$ cat src/rtl/line_window_buffer.sv
// 3x3 sliding-window generator for raster video, built from two row line buffers.
// Optional feature: define LWB_WIN_COUNT_EN to add the saturating win_count output.
module line_window_buffer #(
    parameter int DATA_W = 8,
    parameter int IMG_W  = 32,
    parameter int IMG_H  = 32
) (
    input  logic                clk,
    input  logic                rst_n,
    input  logic [DATA_W-1:0]   pixel_in,
    input  logic                pixel_valid,
    input  logic                frame_start,
    output logic [9*DATA_W-1:0] win_out,
    output logic                win_valid,
`ifdef LWB_WIN_COUNT_EN
    output logic [15:0]         win_count,
`endif
    output logic                frame_done
);

    localparam int COL_W = $clog2(IMG_W);
    localparam int ROW_W = $clog2(IMG_H);
    localparam logic [COL_W-1:0] COL_LAST = COL_W'(IMG_W - 1);
    localparam logic [ROW_W-1:0] ROW_LAST = ROW_W'(IMG_H - 1);
    localparam logic [COL_W-1:0] COL_TWO  = COL_W'(2);
    localparam logic [ROW_W-1:0] ROW_TWO  = ROW_W'(2);

    logic [COL_W-1:0]    col, col_p0, col_next;
    logic [ROW_W-1:0]    row, row_p0, row_next;
    logic                vld_p0, sof_p0, emit_p0, last_p0;
    logic [DATA_W-1:0]   lb1 [IMG_W];
    logic [DATA_W-1:0]   lb2 [IMG_W];
    logic [DATA_W-1:0]   lb1_rd, lb2_rd;
    logic [DATA_W-1:0]   taps [9];
    logic [DATA_W-1:0]   taps_next [9];
    logic [9*DATA_W-1:0] taps_flat;

    // Stage p0: position of the incoming pixel; an accepted frame_start forces (0,0).
    assign vld_p0  = pixel_valid;
    assign sof_p0  = pixel_valid & frame_start;
    assign col_p0  = sof_p0 ? '0 : col;
    assign row_p0  = sof_p0 ? '0 : row;
    assign lb1_rd  = lb1[col_p0];
    assign lb2_rd  = lb2[col_p0];
    assign emit_p0 = vld_p0 && (row_p0 >= ROW_TWO) && (col_p0 >= COL_TWO);
    assign last_p0 = vld_p0 && (row_p0 == ROW_LAST) && (col_p0 == COL_LAST);

    always_comb begin
        col_next = col_p0 + COL_W'(1);
        row_next = row_p0;
        if (col_p0 == COL_LAST) begin
            col_next = '0;
            row_next = (row_p0 == ROW_LAST) ? '0 : row_p0 + ROW_W'(1);
        end
    end

    always_comb begin
        taps_next[0] = taps[1];
        taps_next[1] = taps[2];
        taps_next[2] = lb2_rd;
        taps_next[3] = taps[4];
        taps_next[4] = taps[5];
        taps_next[5] = lb1_rd;
        taps_next[6] = taps[7];
        taps_next[7] = taps[8];
        taps_next[8] = pixel_in;
        taps_flat    = '0;
        for (int k = 0; k < 9; k++) begin
            taps_flat[k*DATA_W +: DATA_W] = taps_next[k];
        end
    end

    // Stage p1: registered window, valid and end-of-frame pulse.
    always_ff @(posedge clk or negedge rst_n) begin
        if (!rst_n) begin
            col        <= '0;
            row        <= '0;
            win_valid  <= 1'b0;
            frame_done <= 1'b0;
            win_out    <= '0;
            for (int k = 0; k < 9; k++) begin
                taps[k] <= '0;
            end
        end else begin
            win_valid  <= emit_p0;
            frame_done <= last_p0;
            if (vld_p0) begin
                col <= col_next;
                row <= row_next;
                for (int k = 0; k < 9; k++) begin
                    taps[k] <= taps_next[k];
                end
            end
            if (emit_p0) begin
                win_out <= taps_flat;
            end
        end
    end

    // Line buffers are never reset: rows 0 and 1 of every frame overwrite them
    // before any window at row 2 can read them.
    always_ff @(posedge clk) begin
        if (vld_p0) begin
            lb2[col_p0] <= lb1_rd;
            lb1[col_p0] <= pixel_in;
        end
    end

`ifdef LWB_WIN_COUNT_EN
    always_ff @(posedge clk or negedge rst_n) begin
        if (!rst_n) begin
            win_count <= '0;
        end else if (sof_p0) begin
            win_count <= '0;
        end else if (emit_p0 && (win_count != 16'hFFFF)) begin
            win_count <= win_count + 16'd1;
        end
    end
`endif

endmodule
$ cat config.mk
export PLATFORM = sky130hd
export DESIGN_NAME = line_window_buffer
export DESIGN_NICKNAME = d
export VERILOG_FILES = /design/src/rtl/line_window_buffer.sv
export SDC_FILE = /design/constraint.sdc
export NUM_CORES = 1
export LEC_CHECK = 0
export BUFFER_PORTS_ARGS = -buffer_cell sky130_fd_sc_hd__clkbuf_2
export CORE_ASPECT_RATIO = 1.1
export CORE_MARGIN = 5
export CORE_UTILIZATION = 30
export DETAILED_ROUTE_END_ITERATION = 10
export PLACE_DENSITY = 0.49
export SYNTH_ARGS = -nofsm -noshare
export SYNTH_HDL_FRONTEND = slang
export SYNTH_SLANG_ARGS = --single-unit
$ cat constraint.sdc
create_clock -name clk -period 3.17 [get_ports clk]
set_input_delay 0.1585 -clock clk [delete_from_list [all_inputs] [get_ports clk]]
set_output_delay 0.1585 -clock clk [all_outputs]
set_load 0.01 [all_outputs]
==> metrics.md, run 1 <==
| Metric | Value |
|---|---|
| Vias | roughly 16k |
| Peak Freq | 323 MHz |
| Max-cap viol count | 0 |
| Critical path data required time | ~3.5 ns |
| Area after DPL | ~29000 sq um |
| H-tree depth reported by CTS | 3 |
| Cell Pwr Density | a little over 700 nW/um^2 |
| Crit-path most repeated cell | buf_12 |
| Hpwl dp | 51100 um |
| Final min period | slightly above 3 ns |
| Grt met3 use | ~3.5% |
| Clk slew on worst S/H paths | approximately 0.060 ns |
| Ys async rst share | about 20% |
| Final Util | between 30% and 40% |
| Die height | 318 um |
| Overflow after GRT | 0 |
| Drt drc | 0 |
| Vias in the first global route | 16.4k |
| Cell area after layout | 31000 sq um |
| Die Span X | ~290 um |
| Total core area | approximately 86000 sq um |
| Synth cell types | 75 |
| Via density | roughly 5 |
| Initial antenna violation count | 3 |
| Met2 Usage GRT | a little over a quarter |
| Clock skew | around 0.03 ns |
| Initial DRC count | ~1.4k |
| Largest net degree at the start of global routing | 79 |
| Synth Register Bits | ~640 |
| Initial Util | 30.1% |
| Ys Warns | 0 |
| Total CTS buffers | 69 |
| Min Hold Slack | roughly 0.075 ns |
| Net Count, Synth | 1792 |
| Relative slew slack | between 20% and 30% |
| P_leak | ~11 nW |
| Cell count after synthesis | around 1.8k |
| Prevailing post-synth register cell | edfxtp_1 |
| Full die area | slightly above 90000 sq um |
| Final Cycle Share | 97.7% |
| Global-route wire length before repair | between 100000 and 150000 um |
| Row cnt | around 110 |
| Mapped Area | 26000 sq um |
| RSZ-0062 raised after global routing | no |
| Worst Tran Pin Value | approximately 1.1 ns |
| Grt met1 use | between 20% and 30% |
| DR WL/cell | 25.1 um |
| Syn Area/Cell | roughly 15 sq um |
| HP Class | input port to flip-flop |
| Post-synth EDFFs | slightly above 500 |
| CTS tree | built |
| Clk sinks | about 640 |
| All-Layer GR Usage | between 10% and 20% |
| Status | finished, final reports clean |
| WP data arrival | 3.41 ns |
| Area growth syn-to-layout | 19.5% |
| CP startpoint kind | flip-flop |
| CP Class | flip-flop to flip-flop |
| Fin. Hold Viols | 0 |
| Top Ports | 86 |
| Top Usage Layer GRT | met2 |
| Fin. max-slew vios | 0 |
| Slowest CP cell | dfrtp_4 |
| # diodes | 0 |
| Critical-path cell list | buf_12 -> buf_4 -> nor2_4 -> a221o_1 -> o211ai_1 -> and4_1 -> inv_1 -> buf_12 |
| PortBufs | 85 |
| Fin nets | 1989 |
| Post-route ant nets | 0 |
| Setup TNS | 0 ns |
| Routed WL | approximately 80000 um |
| Worst-skew pair later-pin latency | roughly 0.6 ns |
| CP endpoint kind | flip-flop |
| Register area share after synthesis | 72.0% |
| Maximum vdd drop | around 0.33 mV |
| Total power | about 22 mW |
| # setup viols final | 0 |
| Layout cells sized above 1 | between 20% and 30% |
| Slowest stage delay, CP | 0.49 ns |
| Internal reg-to-reg setup slack | ~0.074 ns |
| CP max FO | 36 |
| Drt first pass iters | 6 |
| CTS max path bufs | 3 |
| Root buffer cell | clkbuf_16 |
| Placer Congestion | around 0.85 |
[metal layers]
metal | wire length [um] | up-vias
met5 | 0 | -
met4 | 1440 | 0
met3 | 5220 | 112
met2 | 37900 | 584
met1 | 35200 | 8442
li1 | - | 7190
[cells by family (layout without fill, tap and decap cells)]
kind of cell               after synthesis  count (layout)  share of synthesized area [%]
AOI/OAI and AO/OA                      394             394                           10.7
adders and majority gates                3               3                          0.145
buffers and inverters                  140             390                           2.83
DFF                                    644             644                           72.0
muxes                                  144             144                           6.67
and+or+nand+nor                        452             452                           7.67
[worst max-delay path: cells and delay by family (launching register included)]
family          cells  cell delay [ns]
flops               1             0.49
simple gates        2             0.52
compound gates      2             0.82
buf+inv             4             0.91
[sequential cells by signal (all words and copies together), names as in the netlist]
name	flops
col	5
frame_done	1
lb1	256
lb2	256
row	5
taps	48
win_out	72
win_valid	1
[metrics by stage]
step	worst slack (ns)	instances
after CTS	0.00468	3177
final	0.0744	3177
after detailed placement	-0.126	3052
after global routing	0.0176	3177
after floorplan	0.586	1777
after global placement	-0.114	3052
[worst paths after layout]
path	endpoint	from	cells past startpoint
max	lb2[18][7]	col[0]	8
min	row[2]	frame_start	3
max reg2reg	lb2[18][7]	col[0]	8
min reg2reg	win_out[26]	taps[34]	2
max in group asynchronous	win_out[65]	rst_n	3
min in group asynchronous	win_out[13]	rst_n	2
[layout by cell type (no fill, tap or decap), drive strengths merged, types with 4 or more instances in the layout]
cell type / synthesis / layout
a2111oi: 4 / 4
o21ai: 55 / 55
a22oi: 24 / 24
clkbuf: 34 / 181
a222oi: 5 / 5
nor3: 7 / 7
nand2: 243 / 243
bufinv: 0 / 8
nand2b: 15 / 15
and4: 4 / 4
o22ai: 25 / 25
a211oi: 12 / 12
and3: 5 / 5
a221oi: 17 / 17
a31oi: 4 / 4
a2bb2oi: 14 / 14
o221ai: 28 / 28
mux2i: 42 / 42
a21boi: 5 / 5
a211o: 6 / 6
edfxtp: 512 / 512
mux4: 14 / 14
buf: 87 / 163
nor2b: 4 / 4
clkinv: 1 / 16
nand3: 34 / 34
nor4: 8 / 8
a221o: 29 / 29
o211ai: 28 / 28
inv: 18 / 20
mux2: 88 / 88
nor2: 98 / 98
a21oi: 108 / 108
dfrtp: 132 / 132
or3: 4 / 4
nand4: 4 / 4
and2: 21 / 21
[synth_stat cells, types with 29 or more instances]
master	n	area share [%]
o21ai_0	47	0.91
a21oi_1	108	2.1
dfrtp_1	132	13
edfxtp_1	512	59
nor2_1	95	1.4
buf_2	54	1.0
clkbuf_1	34	0.49
nand3_1	34	0.66
mux2_2	86	3.7
a221o_1	29	1.1
nand2_1	242	3.5
mux2i_1	42	1.6
[area by class of cell]
class	count	area (sq um)
clock inverter	26	328
fill	8224	55100
inverter	19	73.8
multi-input combinational	993	6560
tap	1150	1440
timing repair buffer	247	1950
sequential	644	18700
clock buffer	98	1980
[power by group]
group | leakage (nW) | total (mW) | switching [mW] | internal (mW)
Combinational | 3.84 | 3.68 | 2.45 | 1.23
Sequential | 6.33 | 10.1 | 0.172 | 9.90
Clock | 1.13 | 8.25 | 3.25 | 5.00
[repair_timing]
item,in CTS,in global routing
resized for setup,1,1
buffers inserted,0,0
cloned,0,0
endpoints found under the hold margin,70,0
setup endpoints to repair,32,32
hold buffers,1,0
Note: power is estimated with default switching activity, not from simulation.
==> inputs of run 2 (changes only) <==
--- a/config.mk
+++ b/config.mk
@@ -5,10 +5,12 @@
 export SDC_FILE = /design/constraint.sdc
 export NUM_CORES = 1
 export LEC_CHECK = 0
+export ABC_AREA = 1
 export BUFFER_PORTS_ARGS = -buffer_cell sky130_fd_sc_hd__clkbuf_2
-export CORE_ASPECT_RATIO = 1.1
+export CORE_ASPECT_RATIO = 2
 export CORE_MARGIN = 5
 export CORE_UTILIZATION = 30
+export CTS_CLUSTER_SIZE = 30
 export DETAILED_ROUTE_END_ITERATION = 10
 export PLACE_DENSITY = 0.49
 export SYNTH_ARGS = -nofsm -noshare
==> metrics.md, run 2 <==
| Metric | Value |
|---|---|
| Status | finished, final reports clean |
| Area growth syn-to-layout | 15.2% |
| Largest net degree at the start of global routing | between 100 and 150 |
| Cell count after synthesis | between 2k and 2.5k |
| CP startpoint kind | flip-flop |
| RSZ-0062 raised after global routing | no |
| P_sw | approximately 7.3 mW |
| Ys async rst share | between 20% and 30% |
| Synth cell types | 32 |
| Setup TNS | 0 ns |
| Net Count, Synth | about 2.5k |
| Internal cell power | roughly 16 mW |
| Critical-path cell list | nand2_4 -> buf_4 -> nand3_1 -> nand3_1 -> nand2_1 -> nand2_1 -> inv_1 -> nand3_2 -> buf_4 -> nand2_1 -> nand2_1 |
| Total power | ~23 mW |
| Clock skew | 0.0238 ns |
| FF-to-FF Start | col[1] |
| Full die area | ~96000 sq um |
| Post-Place Setup Slack | 0.286 ns |
| Top Registers | lb1: 256 flops, lb2: 256 flops, win_out: 72 flops |
| HP Start | pixel_in[0] |
| Crit-path most repeated cell | nand2_1 |
| Total core area | 89000 sq um |
| DR WL/cell | 22.4 um |
| Drt drc | 0 |
| PortBufs | 85 |
| Hpwl dp | around 58000 um |
| Fin. max-slew vios | 0 |
| Die height | around 430 um |
| Layout cells sized above 1 | roughly an eighth |
| CP endpoint kind | flip-flop |
| Post-synth top area share | 57.3% |
| Register area share after synthesis | around 70% |
| CTS max path bufs | 3 |
| Clock share of power | a little under a third |
| Relative slew slack | 19.1% |
| Prevailing post-synth register cell | edfxtp_1 |
| Global-route wire length before repair | roughly 130000 um |
| # setup viols final | 0 |
| Clk slew on worst S/H paths | 0.07 ns |
| Cell Pwr Density | 738 nW/um^2 |
| Routed WL | ~86000 um |
| Fin cells | 3843 |
| Fin nets | roughly 2.6k |
| Top cells by count, synth | 830 x nand2_1, 512 x edfxtp_1, 312 x nand3_1 |
| Top Ports | 86 |
| Initial DRC count | roughly 1.2k |
| Post-synth EDFFs | between 500 and 600 |
| Comb pwr share | 22.7% |
| Ys Warns | 0 |
| All-Layer GR Usage | between 15 and 20% |
| Mapped Area | roughly 27000 sq um |
| Initial Util | between 30% and 40% |
| H-tree depth reported by CTS | 2 |
| Row cnt | between 150 and 200 |
| Final Cycle Share | between 80% and 90% |
| Switch share | approximately 32% |
| Critical path data required time | 3.74 ns |
| Fin worst setup slack | slightly below 0.4 ns |
| Drt first pass iters | 5 |
| CP Launch Point | col[1] |
| Placed insts | roughly 3.7k |
| Root buffer cell | clkbuf_16 |
| Synth area leader | edfxtp_1 |
| Initial antenna violation count | 2 |
| Syn Area/Cell | between 10 and 15 sq um |
| Via density | approximately 4.8 |
| Synth Register Bits | around 640 |
| P_leak | around 13 nW |
| Setup Buffers After CTS | 0 |
| Min Hold Slack | around 0.13 ns |
| Vias | 18.3k |
| Clk sinks | approximately 640 |
| Maximum vdd drop | around 0.44 mV |
| Total CTS buffers | 53 |
| Vias in the first global route | 18.6k |
| Post-route ant nets | 0 |
| Fin. Hold Viols | 0 |
| Overflow after GRT | 0 |
| Worst-skew pair later-pin latency | approximately 0.63 ns |
| Reg power frac | around 47% |
| CP max FO | 29 |
| Most common cell after layout, fill and taps aside | nand2_1 |
| Final min period | roughly 2.8 ns |
| CTS tree | built |
| CP Class | flip-flop to flip-flop |
| Die Span X | approximately 220 um |
| Worst Tran Pin Value | roughly 1.2 ns |
| Most numerous cell in the Yosys netlist | nand2_1 |
| # fillers | approximately 8.9k |
| Most frequent cells in the layout | 830 x nand2_1, 512 x edfxtp_1, 312 x nand3_1 |
| Slowest CP cell | dfrtp_1 |
| Peak Freq | approximately 360 MHz |
| Synth area leaders | edfxtp_1 57%, dfrtp_1 12%, nand2_1 12% |
| Slowest stage delay, CP | slightly above 0.5 ns |
| Max-cap viol count | 0 |
| WP data arrival | between 3 and 4 ns |
| HP Class | input port to flip-flop |
| Placer Congestion | between 0.9 and 1 |
-- run 2: routing by layer --
metal  share of wire (%)  wire [um]  up-vias  track usage [%]
met5                   0          0        -                0
met4                 7.0       6000        0             10.3
met2                  54      46900      486             34.0
met1                  35      30300     9158             18.1
li1                    -          -     8509                -
met3                 3.5       2980      174             1.87
-- run 2: worst max-delay path: cells and delay by family, from the launching register on --
kind	cells	cell delay, ns
AND/OR/NAND/NOR	8	1.34
flip-flops	1	0.51
buffers and inverters	3	0.81
-- run 2: path summary, 6_finish.rpt --
check	cells after the start	end	slack (ns)
max	11	taps[29]	0.40
min	1	lb1[17][0]	0.13
max in group asynchronous	3	win_out[0]	2.26
max reg2reg	11	taps[29]	0.40
min reg2reg	2	taps[12]	0.48
min in group asynchronous	2	taps[8]	0.17
-- run 2: repair_timing --
item / CTS / global route
resized for setup: 0 / 0
hold endpoints to repair: 79 / 0
hold buffers: 1 / 0
-- run 2: power by group through the flow --
stage               registers [mW]  logic [mW]  clock network (mW)
floorplan                     11.1        2.38                   0
global placement              11.0        5.22                   0
detailed placement            11.0        5.27                   0
CTS                           10.8        5.28                7.01
global route                  10.9        5.62                7.27
finish                        10.8        5.18                6.84
-- run 2: logic make-up after synthesis --
family | count (synthesis) | synth area share [%]
simple gates | 1340 | 21.7
xor+xnor | 1 | 0.0326
buf+inv | 386 | 6.27
fa+ha+maj | 3 | 0.140
flops | 644 | 69.6
compound gates | 116 | 2.34
-- run 2: metrics by stage --
step / util (%) / instance area (sq um)
global route: 34.8 / 30900
global placement: 32.8 / 29200
CTS: 34.8 / 30900
finish: 34.8 / 30900
detailed placement: 32.8 / 29200
floorplan: - / 26900
-- run 2: final cells by class --
class                           instances  area [sq um]  area share (%)
Antenna cell                            1          2.50         0.00809
Clock buffer                           60          1350            4.37
Multi-Input combinational cell       1460          6520            21.1
Inverter                              258           968            3.13
Tap cell                             1177          1470            4.76
Sequential cell                       644         18700            60.4
Clock inverter                         39           399            1.29
Timing Repair Buffer                  204          1540            4.99
